## src/rtl/bitfusion_operand_packer.sv

```systemverilog
// Packs low-precision operand elements LSB-first into fusion-array words.
// Two-stage buffer: build register feeding a registered valid/ready output.
module bitfusion_operand_packer #(
  parameter int PRECISION   = 8,
  parameter int L_PRECISION = 2,
  parameter int IN_WIDTH    = (PRECISION/L_PRECISION)*PRECISION,
  parameter int NUM_LEVELS  = $clog2(PRECISION/L_PRECISION),
  parameter int MODE_WIDTH  = 2*NUM_LEVELS,
  parameter int CNT_W       = $clog2(IN_WIDTH/L_PRECISION+1)
) (
  input  logic                  clk,
  input  logic                  reset,
  input  logic [1:0]            cfg_prec,
  input  logic                  s_valid,
  output logic                  s_ready,
  input  logic [PRECISION-1:0]  s_data,
  input  logic                  s_last,
  output logic                  m_valid,
  input  logic                  m_ready,
  output logic [IN_WIDTH-1:0]   m_data,
  output logic [CNT_W-1:0]      m_count,
  output logic                  m_last,
  output logic [MODE_WIDTH-1:0] m_mode
);

  localparam int MAXN = IN_WIDTH/L_PRECISION;
  localparam logic [1:0] SEL_MAX = 2'(NUM_LEVELS);

  function automatic logic [MODE_WIDTH-1:0] mode_of(
    input logic [1:0] sel
  );
    logic [MODE_WIDTH-1:0] m;
    m = '0;
    for (int l = 0; l < NUM_LEVELS; l++) begin
      if (l < NUM_LEVELS - int'(sel))
        m[MODE_WIDTH-1-2*l -: 2] = 2'b11;
    end
    return m;
  endfunction

  logic [IN_WIDTH-1:0]   acc_q, acc_d;
  logic [CNT_W-1:0]      cnt_q, cnt_d;
  logic [1:0]            sel_q, sel_d;
  logic                  last_q, last_d;
  logic                  full_q, full_d;
  logic                  m_valid_q, m_valid_d;
  logic [IN_WIDTH-1:0]   m_data_q, m_data_d;
  logic [CNT_W-1:0]      m_count_q, m_count_d;
  logic                  m_last_q, m_last_d;
  logic [MODE_WIDTH-1:0] m_mode_q, m_mode_d;

  logic [1:0]           cfg_sel;
  logic [1:0]           cur_sel;
  int                   ew;
  int                   n_elem;
  logic [PRECISION-1:0] mask;
  logic [IN_WIDTH-1:0]  elem;
  logic [IN_WIDTH-1:0]  acc_nx;
  logic [CNT_W-1:0]     cnt_nx;
  logic                 accept;
  logic                 close;
  logic                 out_free;

  always_comb begin
    cfg_sel  = (cfg_prec > SEL_MAX) ? SEL_MAX : cfg_prec;
    // Precision is frozen once element 0 of a word is in.
    cur_sel  = (cnt_q == '0) ? cfg_sel : sel_q;
    ew       = L_PRECISION << cur_sel;
    n_elem   = MAXN >> cur_sel;
    mask     = PRECISION'((64'd1 << ew) - 64'd1);
    elem     = IN_WIDTH'(s_data & mask);
    acc_nx   = acc_q | (elem << (int'(cnt_q) * ew));
    cnt_nx   = cnt_q + CNT_W'(1);
    accept   = s_valid && !full_q;
    close    = accept && (s_last || (int'(cnt_nx) == n_elem));
    out_free = !m_valid_q || m_ready;
  end

  always_comb begin
    acc_d     = acc_q;
    cnt_d     = cnt_q;
    sel_d     = sel_q;
    last_d    = last_q;
    full_d    = full_q;
    m_valid_d = m_valid_q;
    m_data_d  = m_data_q;
    m_count_d = m_count_q;
    m_last_d  = m_last_q;
    m_mode_d  = m_mode_q;
    if (m_valid_q && m_ready)
      m_valid_d = 1'b0;
    if (full_q) begin
      if (out_free) begin
        m_valid_d = 1'b1;
        m_data_d  = acc_q;
        m_count_d = cnt_q;
        m_last_d  = last_q;
        m_mode_d  = mode_of(sel_q);
        acc_d     = '0;
        cnt_d     = '0;
        last_d    = 1'b0;
        full_d    = 1'b0;
      end
    end else if (accept) begin
      if (close && out_free) begin
        m_valid_d = 1'b1;
        m_data_d  = acc_nx;
        m_count_d = cnt_nx;
        m_last_d  = s_last;
        m_mode_d  = mode_of(cur_sel);
        acc_d     = '0;
        cnt_d     = '0;
        last_d    = 1'b0;
      end else begin
        acc_d  = acc_nx;
        cnt_d  = cnt_nx;
        sel_d  = cur_sel;
        last_d = s_last;
        full_d = close;
      end
    end
  end

  always_ff @(posedge clk or negedge reset) begin
    if (!reset) begin
      acc_q     <= '0;
      cnt_q     <= '0;
      sel_q     <= '0;
      last_q    <= 1'b0;
      full_q    <= 1'b0;
      m_valid_q <= 1'b0;
      m_data_q  <= '0;
      m_count_q <= '0;
      m_last_q  <= 1'b0;
      m_mode_q  <= '0;
    end else begin
      acc_q     <= acc_d;
      cnt_q     <= cnt_d;
      sel_q     <= sel_d;
      last_q    <= last_d;
      full_q    <= full_d;
      m_valid_q <= m_valid_d;
      m_data_q  <= m_data_d;
      m_count_q <= m_count_d;
      m_last_q  <= m_last_d;
      m_mode_q  <= m_mode_d;
    end
  end

  assign s_ready = !full_q;
  assign m_valid = m_valid_q;
  assign m_data  = m_data_q;
  assign m_count = m_count_q;
  assign m_last  = m_last_q;
  assign m_mode  = m_mode_q;

endmodule

```

## config.mk

```make
export PLATFORM = sky130hd
export DESIGN_NAME = bitfusion_operand_packer
export DESIGN_NICKNAME = d
export VERILOG_FILES = /design/src/rtl/bitfusion_operand_packer.sv
export SDC_FILE = /design/constraint.sdc
export NUM_CORES = 1
export LEC_CHECK = 0
export ABC_AREA = 0
export CAP_MARGIN = 30
export CORE_UTILIZATION = 61
export CTS_CLUSTER_DIAMETER = 50
export DETAILED_ROUTE_END_ITERATION = 10
export PLACE_DENSITY = 0.86
export SYNTH_ARGS = -nofsm -noshare
export SYNTH_HDL_FRONTEND = slang
export SYNTH_SLANG_ARGS = --single-unit
```

## constraint.sdc

```tcl
create_clock -name clk -period 12.6 [get_ports clk]
set_input_delay 1.26 -clock clk [delete_from_list [all_inputs] [get_ports clk]]
set_output_delay 1.26 -clock clk [all_outputs]
set_load 0.005 [all_outputs]
```

=== Word-level counts from Yosys, hierarchy flattened ===
Index checks and enable logic that the tools add are counted.

* Register bits: 84
* Bits in latches: 0
* RAM bits: 0
* Bits in read-only memories: 0
* Input bits: 15
* Output and inout port bits: 44
* Word-level logic and storage cells: 87
* Memories: 0

* Add/sub/neg operators: 4
* Multiply operators: 1
* Divide/modulo/power cells: 0
* Magnitude comparators: 5
* Equality and inequality tests: 2
* Shift-type cells: 4
* Muxes and demuxes: 43
* Bitwise gates (word level): 4
* Reductions and logical operators: 14

{| class="wikitable"
|+ Operator list
! operator !! count
|-
| $mux W32 || 8
|-
| $mux W5 || 8
|-
| $eq A6 B32 Y1 || 1
|-
| $mul A6 B32 Y32 || 1
|-
| $or A32 B32 Y32 || 1
|-
| $shl A1 B32 Y8 const A || 1
|-
| $shl A2 B2 Y32 const A || 1
|-
| $shl A8 B32 Y32 || 1
|-
| $shr A5 B2 Y32 const A || 1
|-
| $mux W1 || 17
|-
| $mux W4 || 4
|-
| $mux W2 || 6
|-
| $and A8 B8 Y8 || 1
|-
| $sub A8 B1 Y8 const B || 1
|-
| $lt A1 B3 Y1 const A || 2
|-
| $lt A2 B3 Y1 const A || 2
|-
| $reduce_and A3 Y1 || 2
|-
| $sub A2 B2 Y3 const A || 2
|-
| $add A5 B1 Y5 const B || 1
|-
| $logic_not A5 Y1 || 1
|-
| $logic_and A1 B1 Y1 || 4
|-
| $reduce_bool A2 Y1 || 2
|-
| $gt A2 B2 Y1 const B || 1
|-
| $logic_not A1 Y1 || 2
|-
| 4 further kinds || 6
|}

=== Logic depth before layout (Yosys ltp) ===
* Word-level depth: 12
* Mapped depth: 20

=== Least setup slack after synthesis ===
OpenSTA, ideal clock, no wires.

* Path type: register -> register
* Start: register cnt_q[0]
* End: register m_data_q[0] (netlist: m_data[0])
* Arrival: 4.693 ns
* Data required time: 12.525 ns
* Path slack: 7.832 ns
* Cell stages (with the launch flop): 17
* Buffers on the path: 3
* Period minus slack after synthesis: 4.768 ns
* Cells stage by stage: dfrtp_1 > clkbuf_1 > inv_1 > ha_1 > or4b_4 > buf_6 > and3_1 > and2_1 > fa_1 > ha_1 > ha_1 > ha_1 > fa_1 > clkbuf_1 > nor4_1 > a31oi_1 > o21ai_2

* Cells in the longest elaborated chain, start to end: 11
* Elaborated cells on any way between the ends: 20
* Those cells by class: add/sub: 2; mul: 1; eq/ne: 1; shift: 4; mux: 4; bitwise: 2; reduce/logical: 6

{| class="wikitable"
|+ Ends and longest elaborated chain
! what !! line !! text
|-
| start, declared || 42 || <nowiki>logic [CNT_W-1:0] cnt_q, cnt_d;</nowiki>
|-
| start signal, assigned || 138 || <nowiki>cnt_q <= cnt_d;</nowiki>
|-
| branches (longest 11 deep; another with $mul A6 B32 Y32) || n/a ||
|-
| end signal, assigned || 143 || <nowiki>m_data_q <= m_data_d;</nowiki>
|-
| end, declared || 47 || <nowiki>logic [IN_WIDTH-1:0] m_data_q, m_data_d;</nowiki>
|}

Several ways; the timed one is not identified. The select of a mux whose other input is x is not followed.
A chain may end at the register's enable or synchronous reset.

=== Worst setup path in the final report ===
* Start: register cnt_q[0]
* End: register m_data_q[17] (netlist: m_data[17])

The elaborated chain is that of the path after synthesis.

==> flow_summary.toml <==
[yosys]
synth_nets = 557
yosysWarnings = 0
ys_top_cells_by_area = "dfrtp_1 (42%), a21oi_1 (7.3%), o21ai_2 (6.3%)"
netlist_instances = 514
yosysSeqAreaShare_pct = 42.1
async_reset_ff_share_pct = 100
synth_ff_type = "dfrtp_1"
yosysTopAreaCell = "dfrtp_1"
yosysUniqueCellTypes = 55
avgSynthCellArea_um2 = 9.48
synthesis.area_um2 = 4870
synth-edff-count = 0
ys_seq_elements = 82
yosysTopAreaCellShare_pct = 42.1

[critical_path]
setup.worst_path.end_class = "flip-flop"
rr_worst_depth = 17
reg2reg_from = "cnt_q[0]$_DFFE_PN0P_"
rrSetupSlack_ns = 7.42
r2r_end = "m_data[17]$_DFFE_PN0P_"
cp.arrival_ns = 5.47
cp_max_fo = 14
worst_ep_required_time_ns = 12.89
worst_setup_path_start_kind = "flip-flop"
crit_type = "reg2reg"

[global_routing]
grtUsageTotal_pct = 29.1
globalRouteOverflowTotal = 0
grt_max_degree = 74
grt_pass1_vias = 3881
antenna_found_initial = 0
grt_pass1_wl_um = 19000

[placement]
port_buffers = 58
gp_congestion = 0.921
dpl.hpwl_um = 8230

[timing]
setup_tns_ns = 0
final-setup-viol-count = 0
clock_skew_ns = 0.0118
fin_crit_ns = 5.18
maxSlewHeadroom_pct = 36.9
fin_crit_sh_pct = 41.1
drv_slew = 0
clock.fmax_mhz = 193
tightestPinTransition_ns = 0.947
rsz0062_at_grt = "no"
hold_viol = 0

[cts]
clk_pin_slew_ns = 0.09
cts-root-buf = "clkbuf_8"
numCtsBuffers = 9
cts_buffer_depth = 2
cts.sinks = 82
cts_tree = "done"
cts_hold_buffers = 0
htree_levels = 3
cts_resized = 0
clock_latency_ns = 0.37
post_cts_buffers = 0

[drt]
avgRoutedWirePerCell_um = 17.1
drt_first_pass_iters = 5
routed_via_density = 6.14
finalWirelength_um = 11400
drc = 0
drtAntennaViolNets = 0
drt_iter0_drc = 303
vias = 4072

[pwr]
power.density_nw_per_um2 = 237
p_sw_uw = 593
power_leakage_uw = 0.00252
comb_power_share_pct = 52.8
peakVddDrop_mv = 0.129
internal-power_uw = 739
swShare_pct = 44.5
pwr-share-clk_pct = 13.4
power_uw = 1330
pwr-share-seq_pct = 33.8

[hold_path]
hp-start = "m_data[30]$_DFFE_PN0P_"
hold_path.class = "reg2reg"
whs_endpoint = "m_data[30]$_DFFE_PN0P_"
min_path_cells = 2

[layout]
area_delta_synth_final_pct = 15.2
fin_util_pct = 72.7
layout.nets = 599
drive_gt1_share_pct = 13.7
nFillCells = 580
multiInputGateArea_um2 = 2550
antennaDiodeCount = 0
seq_area_um2 = 2050

[run_status]
outcome = "completed"

[floorplanning]
rows = 32
dieWidth_um = 91.4
io_pins = 59
dieArea_um2 = 8350
fp.dieH_um = 91.4
initial_utilization_pct = 63.1
core-area_um2 = 7730

[flow_run]
cap_violations = 0
[power groups by stage]
stage | logic, uW | clock network [uW] | registers, uW
3_5_place_dp | 695 | 0 | 454
2_1_floorplan | 481 | 0 | 429
5_1_grt | 770 | 190 | 463
4_1_cts | 700 | 180 | 449
3_3_place_gp | 665 | 0 | 448
6_report | 703 | 178 | 450
[how the worst max path moves through the flow]
stage,from,end,cells after the start
floorplan,cnt_q[0]$_DFFE_PN0P_,m_data[0]$_DFFE_PN0P_,16
global placement,cfg_prec[1],m_data[0]$_DFFE_PN0P_,11
detailed placement,cfg_prec[1],m_data[19]$_DFFE_PN0P_,12
CTS,cnt_q[0]$_DFFE_PN0P_,m_data[19]$_DFFE_PN0P_,14
global route,cnt_q[0]$_DFFE_PN0P_,m_data[17]$_DFFE_PN0P_,17
finish,cnt_q[0]$_DFFE_PN0P_,m_data[17]$_DFFE_PN0P_,17
[registers in the layout, indices dropped and copies added (netlist names), 2 cells and up]
name / count
acc_q: 32
sel_q: 2
m_mode: 2
m_data: 32
m_count: 5
cnt_q: 5
[final cells by class]
class,count,share of cell area (%)
timing repair buffer,63,11.4
clock buffer,10,2.27
clock inverter,6,0.914
inverter,17,1.14
tap,102,2.27
multi-input combinational,383,45.5
sequential,82,36.6
[Yosys cell counts (all sizes together) (6+ instances only)]
| cell type | number |
|---|---|
| fa | 7 |
| ha | 21 |
| a31oi | 11 |
| dfrtp | 82 |
| nor2 | 56 |
| inv | 15 |
| o22ai | 6 |
| clkbuf | 15 |
| and2 | 18 |
| nand2 | 45 |
| buf | 17 |
| nor4 | 10 |
| o21ai | 41 |
| a21oi | 71 |
| xnor2 | 7 |
| nor2b | 8 |
| nand3 | 13 |
| nor3 | 12 |
[routing by layer]
metal  global-route usage [%]  part of all wire [%]  up-vias
met1                     40.7                    44     1977
li1                         -                     -     1919
met5                        0                     0        -
met4                     8.86                   1.5        0
met2                     46.9                    49      153
met3                     4.69                   5.6       23
[worst max-delay path: stages (launching register included)]
cell     delay [ns]
dfrtp_1        0.58
inv_1          0.20
ha_1           0.18
or4b_4         0.57
and3_1         0.26
and2_1         0.17
fa_1           0.43
ha_1           0.30
ha_1           0.28
ha_1           0.23
fa_1           0.40
nor2_1         0.10
a21oi_1        0.07
nor3_1         0.72
nand4_1        0.19
o31ai_1        0.14
a21oi_1        0.14
o21ai_2        0.12
[kinds of logic (layout without fill, tap and decap cells)]
family	Yosys count	in the layout	share of synthesized area [%]
XOR/XNOR	9	9	1.62
buffers and inverters	49	96	5.47
adder cells (fa/ha/maj)	28	28	8.27
multiplexers	10	10	2.34
AND/OR/NAND/NOR	182	182	18.3
AO/OA/AOI/OAI	154	154	21.9
flip-flops	82	82	42.1
[stage by stage]
step | hold slack [ns] | setup WS [ns] | cell area, um^2 | instances
floorplan | 0.463 | 7.83 | 4870 | 514
global placement | 0.463 | 7.27 | 5380 | 643
detailed placement | 0.466 | 7.29 | 5440 | 647
CTS | 0.484 | 7.48 | 5610 | 663
global route | 0.498 | 7.19 | 5610 | 663
finish | 0.480 | 7.42 | 5610 | 663
[cell usage in the layout (no fill, tap or decap), types with 3 or more instances in the layout]
cell type	synthesis	routed
o21ai_0	6	6
clkinvlp_4	0	3
clkbuf_8	0	9
a221oi_1	3	3
clkdlybuf4s50_1	0	57
a22o_1	3	3
o21ai_2	35	35
nor2_1	56	56
a211oi_1	3	3
xnor2_1	7	7
and3_1	5	5
dfrtp_1	82	82
nand3b_1	5	5
inv_1	15	15
nand2_2	7	7
nor2b_1	8	8
a31oi_1	11	11
o22ai_1	5	5
mux2i_1	5	5
nand3_1	13	13
mux2_2	3	3
fa_1	7	7
nand2_1	38	38
a21oi_1	71	71
and2_1	18	18
nor4_1	10	10
nor3_1	12	12
ha_1	21	21
Power figures use the tool's default switching activity.
